<file path="config.mk">
export PLATFORM = sky130hd
export DESIGN_NAME = temp_poly_converter
export DESIGN_NICKNAME = d
export VERILOG_FILES = /design/src/rtl/temp_poly_converter.sv
export SDC_FILE = /design/constraint.sdc
export NUM_CORES = 1
export LEC_CHECK = 0
export CORE_MARGIN = 5
export CORE_UTILIZATION = 49
export CTS_BUF_LIST = sky130_fd_sc_hd__clkbuf_8
export CTS_CLUSTER_SIZE = 12
export DETAILED_ROUTE_END_ITERATION = 10
export PLACE_DENSITY = 0.71
export SKIP_LAST_GASP = 1
export SYNTH_ARGS = -nofsm -noshare
export SYNTH_HDL_FRONTEND = slang
export SYNTH_SLANG_ARGS = --single-unit
</file>
<file path="constraint.sdc">
create_clock -name clk -period 6.45 [get_ports clk]
set_input_delay 1.29 -clock clk [delete_from_list [all_inputs] [get_ports clk]]
set_output_delay 1.29 -clock clk [all_outputs]
set_load 0.005 [all_outputs]
</file>
<file path="src/rtl/temp_poly_converter.sv">
// Cubic calibration polynomial evaluator (Horner form) on one sequential shift-add multiplier.
// Converts a raw unsigned Q0.16 sensor count into a signed Q8.8 temperature.
module temp_poly_converter #(
  parameter int RAW_W  = 16,
  parameter int COEF_W = 32,
  parameter int TEMP_W = 16
) (
  input  logic                     clk,
  input  logic                     rst,
  input  logic                     raw_valid,
  input  logic [RAW_W-1:0]         raw_data,
  output logic                     raw_ready,
  input  logic signed [COEF_W-1:0] ofs,
  input  logic signed [COEF_W-1:0] gain1,
  input  logic signed [COEF_W-1:0] gain2,
  input  logic signed [COEF_W-1:0] gain3,
  output logic signed [TEMP_W-1:0] temp_out,
  output logic [RAW_W-1:0]         raw_out,
  output logic                     temp_valid,
  output logic                     busy,
  output logic                     sat_flag
);

  localparam int PROD_W  = COEF_W + RAW_W;
  localparam int T_SHIFT = 12;                  // Q12.20 -> Q8.8
  localparam int TW_W    = COEF_W - T_SHIFT;
  localparam int CNT_W   = $clog2(RAW_W);

  typedef enum logic [2:0] {S_IDLE, S_LOAD, S_MUL, S_ADD, S_DONE} state_t;

  // {overflow, clamped value} for the accumulator sum
  function automatic logic [COEF_W:0] sat_coef(input logic signed [COEF_W:0] v);
    logic [COEF_W:0] r;
    if (v[COEF_W] != v[COEF_W-1])
      r = v[COEF_W] ? {1'b1, 1'b1, {(COEF_W-1){1'b0}}} : {1'b1, 1'b0, {(COEF_W-1){1'b1}}};
    else
      r = {1'b0, v[COEF_W-1:0]};
    return r;
  endfunction

  // {overflow, clamped value} for the Q8.8 output
  function automatic logic [TEMP_W:0] sat_temp(input logic signed [TW_W-1:0] v);
    logic [TEMP_W:0] r;
    if ((&v[TW_W-1:TEMP_W-1]) || !(|v[TW_W-1:TEMP_W-1]))
      r = {1'b0, v[TEMP_W-1:0]};
    else
      r = v[TW_W-1] ? {1'b1, 1'b1, {(TEMP_W-1){1'b0}}} : {1'b1, 1'b0, {(TEMP_W-1){1'b1}}};
    return r;
  endfunction

  state_t                     state_q;
  logic [1:0]                 step_q;
  logic [CNT_W-1:0]           bit_cnt_q;
  logic                       sat_q;
  logic signed [TEMP_W-1:0]   temp_q;
  logic [RAW_W-1:0]           raw_out_q;
  logic                       sat_flag_q;
  logic                       temp_valid_q;

  logic [RAW_W-1:0]           raw_q;
  logic signed [COEF_W-1:0]   ofs_q, g1_q, g2_q, g3_q;
  logic signed [PROD_W-1:0]   prod_q;
  logic signed [PROD_W-1:0]   mcand_q;
  logic [RAW_W-1:0]           mplier_q;

  logic signed [COEF_W-1:0]   mul_res_d;
  logic signed [COEF_W-1:0]   coef_d;
  logic signed [COEF_W:0]     sum_d;
  logic [COEF_W:0]            add_sat_d;
  logic signed [COEF_W-1:0]   acc_d;
  logic                       add_ovf_d;
  logic [TEMP_W:0]            tmp_sat_d;

  // Taking the upper COEF_W bits is the arithmetic shift by RAW_W (floor toward -inf)
  assign mul_res_d = prod_q[PROD_W-1:RAW_W];

  always_comb begin
    coef_d = ofs_q;
    case (step_q)
      2'd0:    coef_d = g2_q;
      2'd1:    coef_d = g1_q;
      default: coef_d = ofs_q;
    endcase
  end

  assign sum_d     = {mul_res_d[COEF_W-1], mul_res_d} + {coef_d[COEF_W-1], coef_d};
  assign add_sat_d = sat_coef(sum_d);
  assign acc_d     = add_sat_d[COEF_W-1:0];
  assign add_ovf_d = add_sat_d[COEF_W];
  assign tmp_sat_d = sat_temp(acc_d[COEF_W-1:T_SHIFT]);

  // Control: sequencing, saturation latch and registered outputs
  always_ff @(posedge clk) begin
    if (rst) begin
      state_q      <= S_IDLE;
      step_q       <= '0;
      bit_cnt_q    <= '0;
      sat_q        <= 1'b0;
      temp_q       <= '0;
      raw_out_q    <= '0;
      sat_flag_q   <= 1'b0;
      temp_valid_q <= 1'b0;
    end else begin
      temp_valid_q <= 1'b0;
      case (state_q)
        S_IDLE: if (raw_valid) state_q <= S_LOAD;
        S_LOAD: begin
          step_q    <= '0;
          bit_cnt_q <= '0;
          sat_q     <= 1'b0;
          state_q   <= S_MUL;
        end
        S_MUL: begin
          bit_cnt_q <= bit_cnt_q + 1'b1;
          if (bit_cnt_q == CNT_W'(RAW_W - 1)) state_q <= S_ADD;
        end
        S_ADD: begin
          bit_cnt_q <= '0;
          step_q    <= step_q + 1'b1;
          sat_q     <= sat_q | add_ovf_d;
          if (step_q == 2'd2) begin
            // Final Horner step: publish so the outputs are live during DONE
            temp_q       <= tmp_sat_d[TEMP_W-1:0];
            sat_flag_q   <= sat_q | add_ovf_d | tmp_sat_d[TEMP_W];
            raw_out_q    <= raw_q;
            temp_valid_q <= 1'b1;
            state_q      <= S_DONE;
          end else begin
            state_q <= S_MUL;
          end
        end
        S_DONE:  state_q <= S_IDLE;
        default: state_q <= S_IDLE;
      endcase
    end
  end

  // Datapath: snapshots and shift-add multiplier, no reset needed
  always_ff @(posedge clk) begin
    case (state_q)
      S_IDLE: if (raw_valid) begin
        raw_q <= raw_data;
        ofs_q <= ofs;
        g1_q  <= gain1;
        g2_q  <= gain2;
        g3_q  <= gain3;
      end
      S_LOAD: begin
        mcand_q  <= {{RAW_W{g3_q[COEF_W-1]}}, g3_q};
        mplier_q <= raw_q;
        prod_q   <= '0;
      end
      S_MUL: begin
        prod_q   <= prod_q + (mplier_q[0] ? mcand_q : '0);
        mcand_q  <= mcand_q <<< 1;
        mplier_q <= mplier_q >> 1;
      end
      S_ADD: begin
        mcand_q  <= {{RAW_W{acc_d[COEF_W-1]}}, acc_d};
        mplier_q <= raw_q;
        prod_q   <= '0;
      end
      default: ;
    endcase
  end

  assign raw_ready  = (state_q == S_IDLE);
  assign busy       = (state_q != S_IDLE);
  assign temp_out   = temp_q;
  assign raw_out    = raw_out_q;
  assign sat_flag   = sat_flag_q;
  assign temp_valid = temp_valid_q;

endmodule

</file>
Word level (Yosys, flattened, before mapping)
Index checks and enable logic that the tools add are counted.
{ "word_totals": {"register_bits": 300, "out_inout_bits": 36, "wordCells": 64} }
{ "op_classes": {"add_sub_neg": 4, "n_eq_ne": 9, "muxes": 17, "bitwise": 3, "n_reduce_logical": 15} }
{ "ops": {"columns": ["op", "count"], "rows": [
  ["48-bit one-hot mux with 3 select lines", 1],
  ["48-bit one-hot mux with 2 select lines", 1],
  ["32-bit one-hot mux with 2 select lines", 1],
  ["48-bit adder", 1],
  ["48-bit 2-to-1 mux", 1],
  ["32-bit by 32-bit adder with 33-bit output", 1],
  ["33-bit 2-to-1 mux", 1],
  ["32-bit 2-to-1 mux", 1],
  ["16-bit one-hot mux with 2 select lines", 1],
  ["17-bit 2-to-1 mux", 1],
  ["16-bit 2-to-1 mux", 1],
  ["3-bit one-hot mux with 4 select lines", 1],
  ["3-bit 2-to-1 mux", 3],
  ["4-bit one-hot mux with 2 select lines", 1],
  ["3-bit by 2-bit equality test with 1-bit output, second input constant", 2],
  ["2-bit AND reduction", 3],
  ["3-bit nonzero test", 2],
  ["5-bit AND reduction", 1],
  ["5-bit OR reduction", 1],
  ["4-bit by 1-bit adder with 4-bit output, second input constant", 1],
  ["4-bit equality test, second input constant", 1],
  ["2-bit != test, second input constant", 2],
  ["2-bit one-hot mux with 2 select lines", 1],
  ["2-bit nonzero test", 2],
  ["other kinds (14)", 16]
]} }

Longest topological paths before layout
Gate-level depths: netlist of the first run.
{ "logic_depth": {"depth_word": 10, "mapped_depth": 28, "mapped_depth_nobuf": 24} }

Worst setup path before layout of the first run
Ideal clock, no wire load.
{ "synth_path": {"kind": "reg2reg", "start": "register step_q[0]", "end": "register temp_q[10], in the netlist temp_out[10]", "arrival_ns": 5.232, "required_ns": 6.377, "slack_ns": 1.145, "stages_incl_launch_ff": 26, "n_path_buf": 4, "cell_sequence": "dfxtp_1 > inv_1 > ha_1 > clkbuf_1 > nor2_1 > clkbuf_1 > nand2_1 > nand2_1 > ha_1 > buf_6 > a21oi_1 > o21ai_0 > or4_1 > o221ai_2 > a21oi_4 > a21o_1 > a21o_1 > xor2_1 > ha_1 > or3_1 > mux2_2 > nand3_2 > or2b_1 > o32a_4 > buf_6 > nor3_2"} }
{ "synth_via": {"elab_chain_len": 9, "elab_cells_between_ends": 15} }
{ "synth_lines": {"columns": ["element", "line", "rtl"], "rows": [
  ["start, declared", "52", "logic [1:0] step_q;"],
  ["start signal, assigned", "119", "step_q <= step_q + 1'b1;"],
  ["2-bit by 1-bit equality test with 1-bit output / 2-bit logical NOT (equally long branches)", "79", "case (step_q)"],
  ["32-bit one-hot mux with 2 select lines", "79", null],
  ["32-bit by 32-bit adder with 33-bit output", "86", "assign sum_d = {mul_res_d[COEF_W-1], mul_res_d} + {coef_d[COEF_W-1], coef_d};"],
  ["32-bit 2-to-1 mux / 1-bit != test (equally long branches)", "35, 34", null],
  ["33-bit 2-to-1 mux", "34", "if (v[COEF_W] != v[COEF_W-1])"],
  ["5-bit OR reduction", "44", "if ((&v[TW_W-1:TEMP_W-1]) || !(|v[TW_W-1:TEMP_W-1]))"],
  ["1-bit logical NOT", "44", null],
  ["1-bit logical OR", "44", null],
  ["17-bit 2-to-1 mux", "44", null],
  ["end signal, assigned", "123", "temp_q <= tmp_sat_d[TEMP_W-1:0];"],
  ["end, declared", "55", "logic signed [TEMP_W-1:0] temp_q;"]
]} }
Parallel ways exist; a longest one is shown, timed or not.
A chain may end at the register's enable or synchronous reset.

Worst setup path after layout of the first run
{ "layout_path": {"start": "register step_q[0]", "end": "register temp_q[14], in the netlist temp_out[14]"} }
The elaborated chain is that of the path after synthesis.

==> flow_summary.yaml, run 1 <==
yosys:
  synth.yosys.warnings: 0
  post_synthesis_sequential_area_ratio: 0.535
  number_of_enable_flip_flop_cells_after_synthesis: 256
  synthesis.instances: 1516
  synth_top_cell_area_share: 0.480
  leading_register_cell_type_out_of_synthesis: "sky130_fd_sc_hd__edfxtp_1"
  dominant_combinational_cell_family_by_area_after_synthesis: "compound AO/OA/AOI/OAI gates"
  synthAdderAreaFrac: 0.0689
  syn-cell-area_sq_mm: 0.0160
  post-synth-top-count-cell: "sky130_fd_sc_hd__edfxtp_1"
  synth_mux_area_frac: 0.0120
  syn-mean-instance-area_sq_um: 10.6
  synth_fp_nets: 1750
  post_synth_most_frequent_cells: "sky130_fd_sc_hd__edfxtp_1, sky130_fd_sc_hd__nand2_1, sky130_fd_sc_hd__nor2_1, sky130_fd_sc_hd__a21oi_1, sky130_fd_sc_hd__o21ai_0"
  synth_async_sr_flop_share: 0
  synth_simple_gate_area_frac: 0.156
  yosys.cell_types.count: 74
  ys_seq_elements: 300
  synth_largest_area_cell: "sky130_fd_sc_hd__edfxtp_1"
  synth-xor-area-share: 0.0355
  cell_types_occupying_the_most_area_after_synthesis: "sky130_fd_sc_hd__edfxtp_1, sky130_fd_sc_hd__ha_1, sky130_fd_sc_hd__dfxtp_1"
  synth_compound_gate_area_share: 0.164
detailed_routing:
  number_of_vias_per_cell_after_detailed_routing: 5.58
  antenna_violating_nets_post_route: 0
  number_of_optimization_iterations_in_the_first_detailed_route_pass: 5
  drc: 0
  vias: 12162
  totalWireLength_um: 42900
  post_dr_wirelength_cell_um: 19.7
  first_iteration_detailed_routing_drc_count: 972
final_layout:
  insertedDiodeCount: 0
  area.growth.synth_to_final_pct: 20.8
  post_route_cells_drive_above_1_share: 0.0731
  total_of_fill_cells_in_the_finished_design: 2773
  area_of_the_multi_input_gates_sq_mm: 0.00701
  regArea_sq_mm: 0.00857
  nNetsFinal: 1931
  final_cell_count_no_fill: 2180
  final_area_sq_mm: 0.0194
sta:
  report.final.hold_viol_count: 0
  final_setup_skew_ns: 0.0241
  grt_setup_unrepaired: "false"
  period_share: 0.916
  final_max_slew_viol_count: 0
  timing.slew.headroom: 0.294
  tns_ns: 0
  worst-slew-pin-transition_ns: 1.06
  setup-violations-final: 0
  highest_clock_rate_ghz: 0.169
  layout_min_cycle_time_ns: 5.91
place:
  buffer_ports.inserted: 182
  dp.final_hpwl_um: 31200
  finalWeightedCongestion: 0.952
  postPlaceCellArea_sq_mm: 0.0182
  dp.cells: 2085
global_route:
  grt_start_max_net_pins: 122
  antenna_found_initial: 0
  first_global_vias: 12081
  globalRouteTotalUtil: 0.230
  first_pass_grt_wire_length_um: 65800
  global_route.overflow_total: 0
die:
  die_h_um: 191
  io-pin-count: 183
  die_x_um: 191
  die_outline_area_sq_mm: 0.0364
  row_count: 66
  placeableCoreArea_sq_mm: 0.0324
  floorplan.initialDensity: 0.495
worst_setup_path:
  crit_arrival_ns: 6.42
  critical_path.endpoint_type: "flip-flop"
  worstSetupStartpointType: "flip-flop"
  worstPathRequired_ns: 6.96
  largest_delay_contributor_family_on_the_critical_path: "compound AO/OA/AOI/OAI gates"
  crit_path_frequent_cell: "sky130_fd_sc_hd__ha_1"
  cp_max_fo: 32
  critical-path-max-stage-delay_ns: 0.77
  worst-setup-path-type: "reg2reg"
  critical_path_buf_inv_count: 3
  crit_path_top_delay_cell: "sky130_fd_sc_hd__a31oi_2"
clock_tree:
  post_cts.resized_instances: 0
  numClockSinks: 300
  clock_slew_at_the_register_clock_pins_of_the_worst_setup_and_hold_paths_ns: 0.06
  cts_post_setup_buffers_inserted: 0
  post_cts_hold_buffer_count: 0
  ctsLongestPathBuffers: 3
  cts_inserted_buffers: 52
  clkLatencyLatePin_ns: 0.60
  cts.root.buffer_cell: "sky130_fd_sc_hd__clkbuf_8"
  cts_htree_levels: 2
  tritoncts: "built"
power_and_ir_drop:
  ir_drop_mv: 0.205
  power_dens_cells_mw_per_mm2: 328
  static-leakage-power_uw: 0.00752
min_path:
  timing.hold.worst.class: "reg2reg"
flow_run:
  max-cap-violations: 0
status:
  outcome: "complete, no violations"
## cell families (layout without fill, tap and decap cells)
family	Yosys count	count (layout)
XOR/XNOR	65	65
buffers and inverters	106	328
AND/OR/NAND/NOR	536	536
AO/OA/AOI/OAI	403	403
multiplexers	19	19
flip-flops	300	300
adder cells (fa/ha/maj)	87	87
## flip-flops by register name, indices dropped and copies added, names as in the netlist, 2 cells and up
signal / count
mcand_q: 48
prod_q: 48
g1_q: 32
g2_q: 32
g3_q: 32
ofs_q: 32
mplier_q: 16
raw_out: 16
raw_q: 16
temp_out: 16
bit_cnt_q: 4
state_q: 3
step_q: 2
## layer usage
layer / wire, um / share of wire / vias up / track usage
met4: 1380 / 0.032 / 0 / 0.0815
met5: 0 / 0 / - / 0
met2: 20800 / 0.48 / 348 / 0.383
met1: 18200 / 0.42 / 5810 / 0.301
li1: - / - / 5915 / -
met3: 2520 / 0.059 / 89 / 0.0434
## per-stage QoR
step	setup slack [ns]	util	total power, uW	hold WS, ns
final	0.541	0.598	6340	0.459
after global routing	0.175	0.598	6650	0.486
after CTS	0.615	0.598	6350	0.459
after detailed placement	0.683	0.563	4450	0.451
after global placement	0.903	0.563	4430	0.442
after floorplan	1.14	-	3830	0.449
## power by group
group / switching (uW) / internal, uW / total [uW]
Sequential: 94.2 / 2350 / 2450
Clock: 787 / 1090 / 1880
Combinational: 1280 / 733 / 2010
Total: 2160 / 4180 / 6340
## cells in the final DEF, fill, tap and decap left out, types with 11 or more instances in the layout
cell type,synthesis,layout
sky130_fd_sc_hd__a21o_1,51,51
sky130_fd_sc_hd__a21oi_1,107,107
sky130_fd_sc_hd__a22oi_1,34,34
sky130_fd_sc_hd__a31oi_1,15,15
sky130_fd_sc_hd__and2_1,53,52
sky130_fd_sc_hd__buf_4,0,16
sky130_fd_sc_hd__clkbuf_8,2,57
sky130_fd_sc_hd__clkdlybuf4s50_1,0,182
sky130_fd_sc_hd__dfxtp_1,44,43
sky130_fd_sc_hd__edfxtp_1,256,256
sky130_fd_sc_hd__ha_1,85,85
sky130_fd_sc_hd__inv_1,34,45
sky130_fd_sc_hd__mux2i_1,17,17
sky130_fd_sc_hd__nand2_1,219,219
sky130_fd_sc_hd__nand2b_1,17,16
sky130_fd_sc_hd__nand3_1,16,16
sky130_fd_sc_hd__nand4_1,14,14
sky130_fd_sc_hd__nor2_1,126,125
sky130_fd_sc_hd__nor2b_1,13,12
sky130_fd_sc_hd__nor3_1,35,35
sky130_fd_sc_hd__nor3_2,11,11
sky130_fd_sc_hd__o211ai_1,14,14
sky130_fd_sc_hd__o21a_1,13,13
sky130_fd_sc_hd__o21ai_0,90,90
sky130_fd_sc_hd__o21bai_1,16,16
sky130_fd_sc_hd__xnor2_1,36,36
sky130_fd_sc_hd__xor2_1,29,29
## layout make-up
type                    instances  area share
well taps                     442      0.0286
clock inverters                38      0.0178
flip-flops and latches        300       0.443
multi-input cells            1110       0.362
inverters                      34     0.00659
clock buffers                  57      0.0405
repair buffers                199       0.101
## path summary, 6_finish.rpt
path	cells past startpoint	endpoint	start	slack (ns)
worst max-delay path	25	temp_out[14]	step_q[0]	0.54
worst max register to register	25	temp_out[14]	step_q[0]	0.54
worst min-delay path	2	raw_out[8]	raw_out[8]	0.46
worst min register to register	2	raw_out[8]	raw_out[8]	0.46
## worst reg2reg max path, stage by stage, from the launching register on
cell and delay [ns]:
sky130_fd_sc_hd__dfxtp_1 0.33, sky130_fd_sc_hd__inv_1 0.08, sky130_fd_sc_hd__ha_1 0.23, sky130_fd_sc_hd__buf_4 0.26, sky130_fd_sc_hd__a22oi_1 0.25, sky130_fd_sc_hd__nand2_1 0.11, sky130_fd_sc_hd__ha_1 0.30, sky130_fd_sc_hd__a211oi_1 0.35
sky130_fd_sc_hd__o21ai_1 0.19, sky130_fd_sc_hd__a21oi_2 0.36, sky130_fd_sc_hd__o31ai_4 0.15, sky130_fd_sc_hd__o221ai_2 0.26, sky130_fd_sc_hd__a21oi_4 0.11, sky130_fd_sc_hd__a21o_1 0.19, sky130_fd_sc_hd__a21o_1 0.18, sky130_fd_sc_hd__xor2_1 0.15
sky130_fd_sc_hd__ha_1 0.35, sky130_fd_sc_hd__nand4_1 0.14, sky130_fd_sc_hd__a211oi_1 0.31, sky130_fd_sc_hd__nor3_2 0.06, sky130_fd_sc_hd__buf_4 0.21, sky130_fd_sc_hd__nand3_2 0.12, sky130_fd_sc_hd__nor3_2 0.07, sky130_fd_sc_hd__a31oi_2 0.77
sky130_fd_sc_hd__nor2_1 0.11, sky130_fd_sc_hd__nor3_1 0.18
Note: power is estimated with default switching activity, not from simulation.
==> inputs of run 2 (changes only) <==
--- a/config.mk
+++ b/config.mk
@@ -10,6 +10,7 @@
 export CTS_BUF_LIST = sky130_fd_sc_hd__clkbuf_8
 export CTS_CLUSTER_SIZE = 12
 export DETAILED_ROUTE_END_ITERATION = 10
+export GPL_ROUTABILITY_DRIVEN = 1
 export PLACE_DENSITY = 0.71
 export SKIP_LAST_GASP = 1
 export SYNTH_ARGS = -nofsm -noshare
==> results of run 2 <==
Final layout, timing and power as in run 1 (identical DEF).
